**src/rtl/c3lib_ckg_pkg.sv**
```systemverilog
// Shared types and default parameters for the idle-detect clock-enable controller.
package c3lib_ckg_pkg;

    typedef enum logic [1:0] {
        RUN       = 2'd0,
        IDLE_WAIT = 2'd1,
        GATED     = 2'd2,
        WAKE      = 2'd3
    } ckg_state_e;

    localparam int CKG_WAKE_LAT_DFLT = 2;
    localparam int CKG_IDLE_W_DFLT   = 8;

endpackage

```
**src/rtl/c3lib_sat_cnt.sv**
```systemverilog
// Saturating up-counter with synchronous clear; clear beats increment.
module c3lib_sat_cnt #(
    parameter int W = 16
) (
    input  logic         clk,
    input  logic         rst_n,
    input  logic         clr,
    input  logic         inc,
    output logic [W-1:0] q
);

    logic [W-1:0] cnt_d, cnt_q;

    // Next count: clear wins, otherwise step unless already all-ones.
    always_comb begin
        cnt_d = cnt_q;
        if (clr)
            cnt_d = '0;
        else if (inc && (cnt_q != '1))
            cnt_d = cnt_q + W'(1);
    end

    // Count register.
    always_ff @(posedge clk or negedge rst_n) begin
        if (!rst_n) cnt_q <= '0;
        else        cnt_q <= cnt_d;
    end

    assign q = cnt_q;

endmodule

```
**src/rtl/c3lib_ckg_idle_ctrl.sv**
```systemverilog
// Idle-detect clock-enable controller: gates the downstream clock after a
// programmable idle run, restores it on activity/wake, and acks wake requests
// once the gated clock is known to be running. Runs on the free-running clock.
module c3lib_ckg_idle_ctrl
    import c3lib_ckg_pkg::*;
#(
    parameter int WAKE_LAT = CKG_WAKE_LAT_DFLT,
    parameter int IDLE_W   = CKG_IDLE_W_DFLT,
    parameter int CNT_W    = 16
) (
    input  logic              clk,
    input  logic              rst_n,
    input  logic              busy,
    input  logic              wake_req,
    output logic              wake_ack,
    input  logic [IDLE_W-1:0] cfg_idle_thresh,
    input  logic              cfg_gate_dis,
    input  logic              cnt_clr,
    output logic              clk_en,
    output logic              gated,
    output logic [CNT_W-1:0]  gate_cnt
);

    localparam int WCNT_W = (WAKE_LAT < 2) ? 1 : $clog2(WAKE_LAT);

    ckg_state_e        state_d, state_q;
    logic [IDLE_W-1:0] idle_cnt_d, idle_cnt_q;
    logic [WCNT_W-1:0] wake_cnt_d, wake_cnt_q;
    logic              clk_en_d, clk_en_q;
    logic              gated_d, gated_q;
    logic              wake_ack_d, wake_ack_q;
    logic              ack_done_d, ack_done_q;
    logic              gate_inc;
    logic              wake_any;
    logic [IDLE_W:0]   thresh_n;
    logic [IDLE_W:0]   run_len;

    // Anything that needs the clock on (or blocks gating).
    assign wake_any = busy | wake_req | cfg_gate_dis;

    // Effective threshold (0 behaves as 1) and idle run length including this sample.
    assign thresh_n = (cfg_idle_thresh == '0) ? (IDLE_W+1)'(1) : {1'b0, cfg_idle_thresh};
    assign run_len  = (state_q == RUN) ? (IDLE_W+1)'(1) : ({1'b0, idle_cnt_q} + (IDLE_W+1)'(1));

    // Next-state, counters and registered-output next values.
    always_comb begin
        state_d    = state_q;
        idle_cnt_d = idle_cnt_q;
        wake_cnt_d = wake_cnt_q;
        wake_ack_d = 1'b0;
        gate_inc   = 1'b0;
        case (state_q)
            RUN, IDLE_WAIT: begin
                if (wake_any) begin
                    state_d    = RUN;
                    idle_cnt_d = '0;
                    wake_ack_d = wake_req & ~ack_done_q;
                end else if (run_len >= thresh_n) begin
                    // Threshold of 1 gates straight out of RUN on the first idle sample.
                    state_d    = GATED;
                    idle_cnt_d = '0;
                    gate_inc   = 1'b1;
                end else begin
                    state_d    = IDLE_WAIT;
                    idle_cnt_d = (state_q == RUN) ? IDLE_W'(1) : idle_cnt_q + IDLE_W'(1);
                end
            end
            GATED: begin
                if (wake_any) begin
                    state_d    = WAKE;
                    wake_cnt_d = '0;
                end
            end
            WAKE: begin
                wake_cnt_d = wake_cnt_q + WCNT_W'(1);
                if (wake_cnt_q == WCNT_W'(WAKE_LAT - 1)) begin
                    state_d    = RUN;
                    wake_cnt_d = '0;
                    wake_ack_d = wake_req & ~ack_done_q;
                end
            end
            default: state_d = RUN;
        endcase
        // One ack per request: remembered until the request is seen low.
        ack_done_d = wake_req & (ack_done_q | wake_ack_d);
        clk_en_d   = (state_d != GATED);
        gated_d    = (state_d == GATED);
    end

    // State and output registers; reset forces the clock on asynchronously.
    always_ff @(posedge clk or negedge rst_n) begin
        if (!rst_n) begin
            state_q    <= RUN;
            idle_cnt_q <= '0;
            wake_cnt_q <= '0;
            clk_en_q   <= 1'b1;
            gated_q    <= 1'b0;
            wake_ack_q <= 1'b0;
            ack_done_q <= 1'b0;
        end else begin
            state_q    <= state_d;
            idle_cnt_q <= idle_cnt_d;
            wake_cnt_q <= wake_cnt_d;
            clk_en_q   <= clk_en_d;
            gated_q    <= gated_d;
            wake_ack_q <= wake_ack_d;
            ack_done_q <= ack_done_d;
        end
    end

    c3lib_sat_cnt #(.W(CNT_W)) u_gate_cnt (
        .clk   (clk),
        .rst_n (rst_n),
        .clr   (cnt_clr),
        .inc   (gate_inc),
        .q     (gate_cnt)
    );

    assign clk_en   = clk_en_q;
    assign gated    = gated_q;
    assign wake_ack = wake_ack_q;

endmodule

```
**config.mk**
```make
export PLATFORM = sky130hd
export DESIGN_NAME = c3lib_ckg_idle_ctrl
export DESIGN_NICKNAME = d
export VERILOG_FILES = /design/src/rtl/c3lib_ckg_pkg.sv /design/src/rtl/c3lib_sat_cnt.sv /design/src/rtl/c3lib_ckg_idle_ctrl.sv
export SDC_FILE = /design/constraint.sdc
export NUM_CORES = 1
export LEC_CHECK = 0
export ABC_AREA = 1
export ABC_CLOCK_PERIOD_IN_PS = 2600
export CELL_PAD_IN_SITES_DETAIL_PLACEMENT = 1
export CELL_PAD_IN_SITES_GLOBAL_PLACEMENT = 1
export CORE_ASPECT_RATIO = 1.2
export CORE_MARGIN = 1.5
export CORE_UTILIZATION = 38
export DETAILED_ROUTE_END_ITERATION = 6
export GPL_ROUTABILITY_DRIVEN = 0
export HOLD_SLACK_MARGIN = 0.05
export MAX_ROUTING_LAYER = met4
export PLACE_DENSITY_LB_ADDON = 0.1
export REMOVE_ABC_BUFFERS = 1
export SLEW_MARGIN = 20
export SYNTH_ARGS = -nofsm -noshare
export SYNTH_HDL_FRONTEND = slang
export SYNTH_SLANG_ARGS = --single-unit
```
**constraint.sdc**
```tcl
create_clock -name clk -period 2.6 [get_ports clk]
set_clock_uncertainty 0.15 [all_clocks]
set_input_delay 0.39 -clock clk [delete_from_list [all_inputs] [get_ports clk]]
set_output_delay 0.39 -clock clk [all_outputs]
set_load 0.01 [all_outputs]
```
# [After elaboration in Yosys (flattened, before gate mapping)]
# Index checks and enable logic that the tools add are counted.
[word_totals] inputBits=14 elab_cells=54 out_inout_bits=19 register_bits=31
[classes] add_sub_neg=4 reduce_logical=7 mux=21 magnitude_cmp=1 bitwise=6 eq_ne=7
[op_table] op="16-bit two-way mux" count=2
[op_table] op="8-bit two-way mux" count=4
[op_table] op="16-bit by 1-bit adder with 16-bit output, second input constant" count=1
[op_table] op="16-bit != test, second input constant" count=1
[op_table] op="8-bit by 1-bit adder with 9-bit output, second input constant" count=1
[op_table] op="9-bit by 8-bit greater-or-equal comparator with 1-bit output" count=1
[op_table] op="9-bit two-way mux" count=1
[op_table] op="8-bit by 1-bit adder with 8-bit output, second input constant" count=1
[op_table] op="8-bit zero test" count=1
[op_table] op="2-bit two-way mux" count=4
[op_table] op="1-bit two-way mux" count=7
[op_table] op="2-bit equality test, second input constant" count=3
[op_table] op="2-bit one-hot mux with 3 select lines" count=1
[op_table] op="2-bit != test, second input constant" count=2
[op_table] op="1-bit one-hot mux with 2 select lines" count=2
[op_table] op="2-bit nonzero test" count=2
[op_table] op="1-bit bitwise OR" count=3
[op_table] op="1-bit AND" count=2
[op_table] op="2-bit by 1-bit equality test with 1-bit output, second input constant" count=1
[op_table] op="2-bit zero test" count=1
[op_table] op="2-bit AND reduction" count=1
[op_table] op="2-bit OR reduction" count=1
[op_table] op="1-bit adder, second input constant" count=1
[op_table] op="1-bit logical AND" count=1
[op_table] op="1-bit NOT" count=1

# [Depth between registers and ports, before layout]
[depth] depth_word=9 depth_mapped=22 ltp_nobuf=21

# [Modules after synthesis]
# A second synthesis with hierarchy kept.
[unflattened] cells_unflattened=277 hier_area_um2=2067.0
[by_module_without_submodules] mod="c3lib_sat_cnt" seq_area_each_um2=400.4 cells_each=144 instances=1 area_per_inst_um2=1037.2
[by_module_without_submodules] mod="c3lib_ckg_idle_ctrl" seq_area_each_um2=376.6 cells_each=133 instances=1 area_per_inst_um2=1029.7

# [Worst setup path after synthesis]
# Ideal clock, no wire load.
[synth_timing] path_kind="reg-to-reg" start="reg state_q[1]" end="reg u_gate_cnt.cnt_q[6] (netlist: u_gate_cnt.q[6])" setup_slack_ps=204 t_required_ps=2333 period_less_slack_ps=2396 t_arrival_ps=2129 setup_time_ps=117 stages_incl_launch_ff=20 path_buffers=2 path_cell_list="dfrtp_1 buf_2 nor2_1 inv_1 nand3_1 inv_1 ha_1 nand2_1 inv_1 nand2_1 nand3_1 nand2_1 nand2_1 nand2_1 nand2_2 nand3_4 nand2_4 buf_6 nand2_1 nand2_1"
[synth_via] elab_chain_cells=8 elab_cells_between_ends=10 classes_between="order compare (1); eq/ne (1); mux (4); reduce/logical (4)"
[synth_lines] element="start: declaration" line="c3lib_ckg_idle_ctrl.sv:26" source="ckg_state_e state_d, state_q;"
[synth_lines] element="start signal: assignment" line="c3lib_ckg_idle_ctrl.sv:101" source="state_q <= state_d;"
[synth_lines] element="2-bit zero test" line="c3lib_ckg_idle_ctrl.sv:43, c3lib_ckg_idle_ctrl.sv:52"
[synth_lines] element="9-bit two-way mux" line="c3lib_ckg_idle_ctrl.sv:43" source="assign run_len = (state_q == RUN) ? (IDLE_W+1)'(1) : ({1'b0, idle_cnt_q} + (IDLE_W+1)'(1));"
[synth_lines] element="9-bit by 8-bit greater-or-equal comparator with 1-bit output" line="c3lib_ckg_idle_ctrl.sv:58" source="end else if (run_len >= thresh_n) begin"
[synth_lines] element="1-bit two-way mux" line="c3lib_ckg_idle_ctrl.sv:58"
[synth_lines] element="1-bit two-way mux" line="c3lib_ckg_idle_ctrl.sv:54" source="if (wake_any) begin"
[synth_lines] element="1-bit two-way mux (*)" line="c3lib_ckg_idle_ctrl.sv:52" source="case (state_q)"
[synth_lines] element="1-bit logical AND (*)" line="c3lib_sat_cnt.sv:19" source="else if (inc && (cnt_q != '1))"
[synth_lines] element="2-bit nonzero test (no line) (*)"
[synth_lines] element="end signal: assignment" line="c3lib_sat_cnt.sv:26" source="else cnt_q <= cnt_d;"
[synth_lines] element="end: declaration" line="c3lib_sat_cnt.sv:12" source="logic [W-1:0] cnt_d, cnt_q;"
# Mark *: on every way between the ends. The rest lies on a longest branch, timed or not.
# A chain may end at the register's enable or synchronous reset.

# [Worst setup path after layout]
[layout_timing] start="reg idle_cnt_q[1]" end="reg u_gate_cnt.cnt_q[0] (netlist: u_gate_cnt.q[0])"
[layout_via] elab_chain_cells=8
[layout_lines] element="start: declaration" line="c3lib_ckg_idle_ctrl.sv:27" source="logic [IDLE_W-1:0] idle_cnt_d, idle_cnt_q;"
[layout_lines] element="start signal: assignment" line="c3lib_ckg_idle_ctrl.sv:102" source="idle_cnt_q <= idle_cnt_d;"
[layout_lines] element="8-bit by 1-bit adder with 9-bit output" line="c3lib_ckg_idle_ctrl.sv:43"
[layout_lines] element="9-bit two-way mux" line="c3lib_ckg_idle_ctrl.sv:43"
[layout_lines] element="9-bit by 8-bit greater-or-equal comparator with 1-bit output" line="c3lib_ckg_idle_ctrl.sv:58"
[layout_lines] element="1-bit two-way mux" line="c3lib_ckg_idle_ctrl.sv:58"
[layout_lines] element="1-bit two-way mux" line="c3lib_ckg_idle_ctrl.sv:54"
[layout_lines] element="1-bit two-way mux" line="c3lib_ckg_idle_ctrl.sv:52"
[layout_lines] element="1-bit logical AND" line="c3lib_sat_cnt.sv:19"
[layout_lines] element="2-bit nonzero test (no line)"
# Every way passes these cells.

==> results.cfg <==
[yosys]
ys_types = 26
synth_edf_count = 0
netlist_top_cells_area = dfrtp_1, nand2_1, inv_1
yosys_warnings = 0
synth_ff_type = dfrtp_1
synth_area_um2 = 2030
synthCells = 284
avgSynthCellArea_um2 = 7.15
synth-async-reset-ratio_pct = 100
synth.top_cell.area_share_pct = 37.0
yosysTopAreaCell = dfrtp_1
ys_ff_latch = 31
ys_seq_area_share_pct = 38.3

[floorplan]
start_util_pct = 40.3
die_width_um = 69.7
core-area_um2 = 5040
die_area_um2 = 5790
die_y_um = 83.1
io_pins = 33
rows = 28

[finish]
fill_cells = 635
area_growth_pct = 35.5
mostFrequentLayoutCell = nand2_1
finalNetCount = 359
post-route-util_pct = 54.5
final_cell_mix = nand2_1, inv_1, clkdlybuf4s50_1
drive_above_1_share_pct = 18.5
n_antenna_cell = 0

[grt]
grt_pass1_vias = 2091
antenna_found_initial = 0
grt_util_met2_pct = 38.6
use_met3_pct = 2.91
grt_max_degree = 32
top_usage_layer = met2
gr-total-overflow = 0
grtUsageTotal_pct = 20.1
grt_use_met1_pct = 21.7
grt_first_pass_wirelength_mm = 9.32

[sta]
drv_slew = 0
setup_tns_ps = 0
relSlewSlack_pct = 62.0
hold_viol_final = 0
setup_violations = 0
tightest_slew_ps = 567
timing.fmax_mhz = 390
setup_ws_ps = 33.7
final.period_utilization_pct = 98.7
period_minus_slack_ps = 2570
fin_hold_ws_ps = 307
rsz0062_at_grt = true

[clock_network]
root_buffer = clkbuf_8
path_clk_slew_ps = 70
cts_sinks = 31
clk_latency_ps = 280
cts_buffers = 5
cts_tree = done
htree_levels = 2
clockBufferDepth = 2

[drt]
drc = 0
routed_wl_mm = 5.33
ant_nets = 0
drt-wirelength-per-cell_um = 13.5
vias_per_cell = 5.11
drtIter0Drc = 97
dr.pass1.iters = 4
via_count = 2024

[critical_path]
worstReg2RegEnd = u_gate_cnt.q[0]
critPathLaunch = idle_cnt_q[1]
required_ps = 2620
crit_chain = ha_2 -> nand2_2 -> inv_2 -> nand2_4 -> nor2_4 -> inv_2 -> nand3_4 -> inv_2 -> ha_4 -> nand2_2 -> nor2_2 -> nand2_1 -> nand3_1 -> nand2_1 -> nand2_1 -> nand2_2 -> nand2_2 -> nand3_4 -> buf_8 -> nand3_2 -> nand2_1
slowest_stage = dfrtp_1
critPathMaxStageDelay_ps = 380
cp_max_fo = 8
cp.arrival_ps = 2580
cp_num_cells = 21
reg2reg_setup_slack_ps = 30
end_kind = flip-flop
rr_worst_depth = 21
r2r-start = idle_cnt_q[1]
start_kind = flip-flop
crit_buf_inv = 4
crit_type = reg2reg
critPathTopFamily = simple AND/OR/NAND/NOR gates
crit_path_end = u_gate_cnt.q[0]

[power]
total_power_mw = 1.02
powerDensity_nw_per_um2 = 372
total_leakage_power_nw = 1.35
peakVddDrop_uv = 201

[placement]
io_buffers = 32
pre_cts_ws_ps = -220
dp_hpwl_mm = 4.02

[job]
drv_cap = 0

[hold_path]
min_path_type = reg2reg

[status]
status = complete, no violations
synthesized netlist by cell type (2+ instances only):
| library cell | instances |
|---|---|
| buf_2 | 2 |
| ha_1 | 10 |
| dfrtp_1 | 30 |
| o21ai_0 | 7 |
| nand2_2 | 4 |
| nor4_1 | 2 |
| clkinv_1 | 2 |
| xor2_1 | 7 |
| o22ai_1 | 4 |
| nor2_2 | 3 |
| nand2_1 | 73 |
| nor3_1 | 10 |
| buf_6 | 2 |
| clkbuf_1 | 3 |
| xnor2_1 | 3 |
| nand4_1 | 5 |
| nor2_1 | 32 |
| a21oi_1 | 8 |
| inv_1 | 41 |
| nand3_1 | 30 |
power breakdown:
part           switching, mW  internal [mW]  leakage, nW
logic                 0.0800         0.0657        0.883
registers             0.0140          0.498        0.423
clock network          0.179          0.188       0.0422
total                  0.273          0.751         1.35
worst register-to-register path, stage by stage (launching register included):
cell and delay [ps]:
dfrtp_1 380, ha_2 200, nand2_2 50, inv_2 80, nand2_4 60, nor2_4 120, inv_2 60, nand3_4 70
inv_2 50, ha_4 260, nand2_2 50, nor2_2 100, nand2_1 60, nand3_1 60, nand2_1 60, nand2_1 60
nand2_2 70, nand2_2 90, nand3_4 130, buf_8 180, nand3_2 60, nand2_1 70
stage by stage:
step	instance area, µm²	cells
floorplan	1990	277
global placement	2480	382
CTS	2620	392
detailed placement	2480	382
global route	2750	396
finish	2750	396
metal layers:
layer | vias to the layer above | part of all wire, % | routed length (µm)
met5 | - | 0 | 0
met4 | 0 | 0.79 | 42
met3 | 6 | 2.3 | 125
met2 | 31 | 56 | 3010
met1 | 983 | 40 | 2160
li1 | 1004 | - | -
worst min path at each step:
stage                    start          to  slack (ps)  depth (start not counted)
detailed placement  ack_done_q    wake_ack         300                          1
finish              ack_done_q    wake_ack         310                          1
global placement    ack_done_q    wake_ack         290                          1
floorplan                rst_n  ack_done_q         -60                          0
CTS                 ack_done_q    wake_ack         310                          1
global route        ack_done_q    wake_ack         330                          1
final cells by class:
| class | instances | area [µm²] | area share (%) |
|---|---|---|---|
| Clock buffer | 7 | 76.3 | 2.77 |
| Clock inverter | 1 | 5.00 | 0.182 |
| Inverter | 44 | 165 | 6.00 |
| Multi-Input combinational cell | 202 | 1180 | 42.8 |
| Sequential cell | 31 | 777 | 28.2 |
| Tap cell | 60 | 75.1 | 2.73 |
| Timing Repair Buffer | 51 | 474 | 17.2 |
flip-flops by register name, indices dropped and copies added (netlist names):
signal,flops
clk_en,1
ack_done_q,1
state_q,2
gated,1
idle_cnt_q,8
wake_ack,1
u_gate_cnt.q,16
wake_cnt_q,1
cell families after synthesis:
family | synth area share [%]
DFF | 38.3
and+or+nand+nor | 35.6
xor gates and xnor gates | 4.31
buffers and inverters | 10.3
AOI/OAI and AO/OA | 5.42
adders and majority gates | 6.16
what timing repair did:
action / 4_1_cts / 5_1_grt
hold buffers: 0 / 0
pin swaps: 5 / 18
setup endpoints to repair: 22 / 28
buffers inserted: 2 / 4
resized for setup: 11 / 24
No activity file was read; power rests on OpenSTA's default activity.
